<file path="config.mk">
export PLATFORM = sky130hd
export DESIGN_NAME = dice_reader
export DESIGN_NICKNAME = d
export VERILOG_FILES = /design/src/rtl/dice_reader.sv
export SDC_FILE = /design/constraint.sdc
export NUM_CORES = 1
export LEC_CHECK = 0
export CAP_MARGIN = 20
export CORE_ASPECT_RATIO = 2
export CORE_UTILIZATION = 47
export CTS_CLUSTER_SIZE = 24
export DETAILED_ROUTE_END_ITERATION = 12
export MAX_ROUTING_LAYER = met4
export PLACE_DENSITY = 0.73
export SLEW_MARGIN = 20
export SYNTH_ARGS = -nofsm -noshare
export SYNTH_HDL_FRONTEND = slang
export SYNTH_SLANG_ARGS = --single-unit
</file>
<file path="constraint.sdc">
create_clock -name CLK -period 7.1 [get_ports CLK]
set_input_delay 1.775 -clock CLK [delete_from_list [all_inputs] [get_ports CLK]]
set_output_delay 1.775 -clock CLK [all_outputs]
set_load 0.01 [all_outputs]
</file>
<file path="src/rtl/dice_reader.sv">
`timescale 1ns/1ps
// dice_reader: samples the dice roller's LED bus, follows each roll until the
// display settles, decodes the settled seven-segment pattern to a face 1..6,
// and presents it on a valid/ready handshake with saturating per-face tallies.
module dice_reader #(
   parameter int STABLE_CYCLES = 4,
   parameter int CNT_W         = 16
) (
   input  logic             CLK,
   input  logic             RST,
   input  logic [7:0]       LEDS,
   output logic [2:0]       RESULT,
   output logic             ERR,
   output logic             VALID,
   input  logic             READY,
   output logic             OVR,
   input  logic [2:0]       HIST_SEL,
   output logic [CNT_W-1:0] HIST_CNT,
   output logic [CNT_W-1:0] ROLLS
);

   typedef enum logic [1:0] {
      S_IDLE    = 2'd0,
      S_ROLLING = 2'd1,
      S_SETTLE  = 2'd2,
      S_HOLD    = 2'd3
   } state_t;

   state_t           state_q, state_d;
   logic [7:0]       ledq_q;
   logic [6:0]       snap_q, snap_d;
   logic [7:0]       cnt_q, cnt_d;
   logic [2:0]       result_q, result_d;
   logic             err_q, err_d;
   logic             valid_q, valid_d;
   logic             ovr_q, ovr_d;
   logic [CNT_W-1:0] rolls_q, rolls_d;
   logic [CNT_W-1:0] tally_q [0:6];
   logic [CNT_W-1:0] tally_d [0:6];
   logic [2:0]       face_s;
   logic [CNT_W-1:0] hist_s;

   // Segment pattern (bit 0 = a) to face; 0 marks an illegal pattern.
   function automatic logic [2:0] decode_face(input logic [6:0] seg);
      case (seg)
         7'b0000110: decode_face = 3'd1;
         7'b1011011: decode_face = 3'd2;
         7'b1001111: decode_face = 3'd3;
         7'b1100110: decode_face = 3'd4;
         7'b1101101: decode_face = 3'd5;
         7'b1111100: decode_face = 3'd6;
         default:    decode_face = 3'd0;
      endcase
   endfunction

   // Counter increment that sticks at all-ones instead of wrapping.
   function automatic logic [CNT_W-1:0] sat_inc(input logic [CNT_W-1:0] v);
      if (v == {CNT_W{1'b1}}) begin
         sat_inc = v;
      end else begin
         sat_inc = v + {{(CNT_W-1){1'b0}}, 1'b1};
      end
   endfunction

   assign face_s = decode_face(ledq_q[6:0]);

   // Roll tracking FSM: next state, settle counter, result latch and tallies.
   always_comb begin
      state_d  = state_q;
      snap_d   = snap_q;
      cnt_d    = cnt_q;
      result_d = result_q;
      err_d    = err_q;
      valid_d  = valid_q;
      ovr_d    = ovr_q;
      rolls_d  = rolls_q;
      for (int i = 0; i < 7; i++) begin
         tally_d[i] = tally_q[i];
      end
      case (state_q)
         S_IDLE: begin
            if (!ledq_q[7]) begin
               state_d = S_ROLLING;
            end else begin
               state_d = S_IDLE;
            end
         end
         S_ROLLING: begin
            if (ledq_q[7]) begin
               state_d = S_SETTLE;
               snap_d  = ledq_q[6:0];
               cnt_d   = 8'd1;
            end else begin
               state_d = S_ROLLING;
            end
         end
         S_SETTLE: begin
            if (!ledq_q[7]) begin
               // Decimal point dropped again: the roll restarted.
               state_d = S_ROLLING;
            end else if (ledq_q[6:0] != snap_q) begin
               snap_d = ledq_q[6:0];
               cnt_d  = 8'd1;
            end else if (cnt_q == 8'(STABLE_CYCLES - 1)) begin
               state_d  = S_HOLD;
               result_d = face_s;
               err_d    = (face_s == 3'd0);
               valid_d  = 1'b1;
               rolls_d  = sat_inc(rolls_q);
               // Illegal patterns decode to 0, which is the error tally slot.
               for (int i = 0; i < 7; i++) begin
                  if (face_s == 3'(i)) begin
                     tally_d[i] = sat_inc(tally_q[i]);
                  end
               end
            end else begin
               cnt_d = cnt_q + 8'd1;
            end
         end
         S_HOLD: begin
            if (!ledq_q[7]) begin
               ovr_d = 1'b1;
            end else begin
               ovr_d = ovr_q;
            end
            if (READY) begin
               state_d = S_IDLE;
               valid_d = 1'b0;
            end else begin
               state_d = S_HOLD;
            end
         end
         default: begin
            state_d = S_IDLE;
            valid_d = 1'b0;
         end
      endcase
   end

   // State and data registers with synchronous reset.
   always_ff @(posedge CLK) begin
      if (RST) begin
         state_q  <= S_IDLE;
         ledq_q   <= 8'd0;
         snap_q   <= 7'd0;
         cnt_q    <= 8'd0;
         result_q <= 3'd0;
         err_q    <= 1'b0;
         valid_q  <= 1'b0;
         ovr_q    <= 1'b0;
         rolls_q  <= '0;
         for (int i = 0; i < 7; i++) begin
            tally_q[i] <= '0;
         end
      end else begin
         state_q  <= state_d;
         ledq_q   <= LEDS;
         snap_q   <= snap_d;
         cnt_q    <= cnt_d;
         result_q <= result_d;
         err_q    <= err_d;
         valid_q  <= valid_d;
         ovr_q    <= ovr_d;
         rolls_q  <= rolls_d;
         for (int i = 0; i < 7; i++) begin
            tally_q[i] <= tally_d[i];
         end
      end
   end

   // Tally read mux; select 7 has no tally and reads zero.
   always_comb begin
      hist_s = '0;
      for (int i = 0; i < 7; i++) begin
         if (HIST_SEL == 3'(i)) begin
            hist_s = tally_q[i];
         end
      end
   end

   assign RESULT   = result_q;
   assign ERR      = err_q;
   assign VALID    = valid_q;
   assign OVR      = ovr_q;
   assign ROLLS    = rolls_q;
   assign HIST_CNT = hist_s;

endmodule

</file>
==> run_results.csv <==
group,metric,value,unit
detailed_routing,dr_total_vias,8154,
final_layout,area_growth,14.1,%
critical_path,critPathMaxFanout,22,
global_routing,grt_pass1_vias,7709,
timing,period_share,0.907,
synth,ys_ff_latch,159,
final_layout,antenna_cells,0,
synth,yosys-top-cells-area,"dfxtp_1 37%, nor2_1 6.1%, xor2_1 5.5%, xnor2_1 4.7%, nand3_1 3.8%",
clock_network,clkLatencyLatePin,0.44,ns
critical_path,start_kind,"input port",
critical_path,crit_end,"HIST_CNT[12]",
global_routing,track_usage,0.283,
critical_path,slowest_delay,0.71,ns
status,failed_checks,"DRC",
synth,seq_area_frac_synth,0.369,
synth,ys.flop_type,"dfxtp_1",
die,fp.dieW,97.7,um
pwr,vdd_drop_max,0.118,mV
critical_path,cp_slowest_cell,"clkdlybuf4s50_1",
final_layout,fin_nets,1107,
synth,synth_edf_count,0,
critical_path,r2r_setup_slack,3.82,ns
placed_design,dp_hpwl,18700,um
detailed_routing,drt_first_pass_iters,9,
global_routing,grt_pass1_wl,40300,um
placed_design,postPlaceCellArea,9260,sq um
synth,async_flop_share,0,
final_layout,final_cells,1310,
timing,rsz0062_at_grt,"false",
hold_path,holdCritPathClass,"reg -> reg",
critical_path,worst_path_most_repeated_cell,"clkdlybuf4s50_1",
pwr,power.density,189,nW/um^2
detailed_routing,antenna_left,0,
synth,syn_area,8620,sq um
clock_network,post_cts_buffers,0,
run,max_cap_violations,0,
synth,synth_top_area_frac,0.369,
critical_path,worstSetupEndpointType,"output pin",
timing,hold_viol_final,0,
timing,tightest_slew,0.904,ns
synth,synthTopCellsByCount,"159 x dfxtp_1, 140 x nor2_1, 66 x nand3_1",
pwr,leakage,3.30,nW
timing,fmax,0.155,GHz
synth,syn-num-nets,1086,
timing,setup_viol,0,
detailed_routing,drtIter0Drc,559,
final_layout,final-seq-area,3180,sq um
global_routing,grt_max_degree,85,
synth,ys_warn_count,0,
clock_network,cts_hold_buf,0,
clock_network,htree_levels,4,
final_layout,drive_gt1_frac,0.0574,
clock_network,clk_pin_slew,0.06,ns
final_layout,multi_input_area,5180,sq um
clock_network,cts_buffers,17,
timing,slew_headroom,0.392,
final_layout,stdcell_area,9830,sq um
detailed_routing,drc,5,
timing,slew_viol_final,0,
detailed_routing,drt-total-wl,25600,um
global_routing,grt_overflow,0,
placed_design,gp_congestion,1.01,
clock_network,tritoncts,"done",
clock_network,cts_sinks,159,
critical_path,r2r_start,"cnt_q[0]",
critical_path,cp_cell_sequence,"clkdlybuf4s50_1, nor2b_1, buf_4, a22oi_1, o22ai_1, a21oi_1, a2bb2oi_1, o21ai_0, clkdlybuf4s50_1",
timing,period_needed,6.44,ns
die,dieArea,18900,sq um
die,start_util,0.482,
clock_network,ctsResizeCount,0,
status,status,"finished with violations",
final_layout,fill_cells,1715,
global_routing,antenna_found_initial,0,
synth,syn_inst,1063,
synth,avgSynthCellArea,8.11,sq um
critical_path,crit_start,"HIST_SEL[2]",
critical_path,required,5.33,ns
critical_path,r2r-end,"tally_q[0][5]",
critical_path,worstPathArrival,4.67,ns
synth,synthDistinctLibCells,58,
die,core_area,17900,sq um
clock_network,cts_buffer_depth,2,
placed_design,placedCellCount,1278,
critical_path,path_class,"in -> out",
placed_design,port_buffers,51,
die,core.rowCount,69,
detailed_routing,wl_per_cell,19.6,um
timing,skew,0.0118,ns
detailed_routing,avgViaCountPerCell,6.22,
synth,synth.most_common_cell,"dfxtp_1",
clock_network,clockRootBuffer,"clkbuf_16",
timing,tns,0,ns
die,die_h,193,um
critical_path,ff2ff_path_depth,8,
synth,synth_area_leader_cell,"dfxtp_1",
die,io_pins,52,
## critical path: cells and delay by family
| family | cells | cell delay [ns] |
|---|---|---|
| buffers and inverters | 3 | 1.65 |
| and+or+nand+nor | 1 | 0.38 |
| AOI/OAI and AO/OA | 5 | 0.84 |
## metal layers
layer / global-route usage / vias to the layer above / wire length (um) / share of wire
met2: 0.471 / 283 / 12700 / 0.50
met1: 0.277 / 3852 / 9170 / 0.36
met5: - / - / 0 / 0
met3: 0.0524 / 129 / 1190 / 0.047
li1: - / 3890 / - / -
met4: 0.255 / 0 / 2530 / 0.099
## placed cells by master (no fill, tap or decap), types with 12 or more instances in the layout
cell             synthesis  layout
nand4_1                 48      48
or4_1                   14      14
nand2_1                 61      61
o21ai_0                 44      43
and3_1                  27      27
a22o_1                  15      15
clkdlybuf4s50_1          0      49
nor2_1                 140     140
and4_1                  12      12
or3_1                   21      21
xnor2_1                 46      46
nor3_1                  34      33
nor2b_1                 25      25
dfxtp_1                159     159
a22oi_1                 22      22
clkbuf_16                0      17
mux2i_1                 29      29
nand3_1                 66      66
xor2_1                  54      54
o22ai_1                 12      12
nor4_1                  15      14
a21oi_1                 55      55
## sequential cells by signal, summed over array words and instances (netlist names)
register,count
tally_q,112
ERR,1
OVR,1
snap_q,7
ledq_q,8
RESULT,3
state_q,2
cnt_q,8
ROLLS,16
VALID,1
## report_power, final
| part | internal (mW) | switching [mW] | total (mW) | leakage, nW |
|---|---|---|---|---|
| clock network | 0.488 | 0.395 | 0.883 | 0.255 |
| registers | 0.896 | 0.00783 | 0.904 | 1.28 |
| logic | 0.0253 | 0.0479 | 0.0732 | 1.77 |
| total | 1.41 | 0.451 | 1.86 | 3.30 |
## worst min path at each step
stage	from	to	slack, ns	cells past startpoint
after CTS	ERR	ERR	0.46	2
after global placement	RESULT[1]	RESULT[1]	0.44	2
after global routing	ERR	ERR	0.48	2
after floorplan	tally_q[3][1]	tally_q[3][1]	0.46	2
after detailed placement	ERR	ERR	0.45	2
final	RESULT[1]	RESULT[1]	0.46	2
## cells by family after synthesis
family | synth area share
multiplexers | 0.0428
adder cells (fa/ha/maj) | 0.0131
buffers and inverters | 0.0314
AO/OA/AOI/OAI | 0.137
flip-flops | 0.369
XOR/XNOR | 0.102
AND/OR/NAND/NOR | 0.305
## metrics by stage
step	setup WS (ns)	power, mW	util	hold slack, ns
floorplan	1.75	0.974	-	0.457
global placement	0.768	0.995	0.518	0.445
detailed placement	0.685	0.996	0.518	0.453
CTS	0.677	1.87	0.550	0.461
global route	0.501	1.91	0.550	0.484
finish	0.660	1.86	0.550	0.456
## area by class of cell
type / count / share of cell area
multi-input cells: 833 / 0.527
flip-flops and latches: 159 / 0.324
repair buffers: 62 / 0.0608
clock buffers: 19 / 0.0440
well taps: 213 / 0.0271
clock inverters: 13 / 0.0129
inverters: 11 / 0.00420
Power figures use the tool's default switching activity.
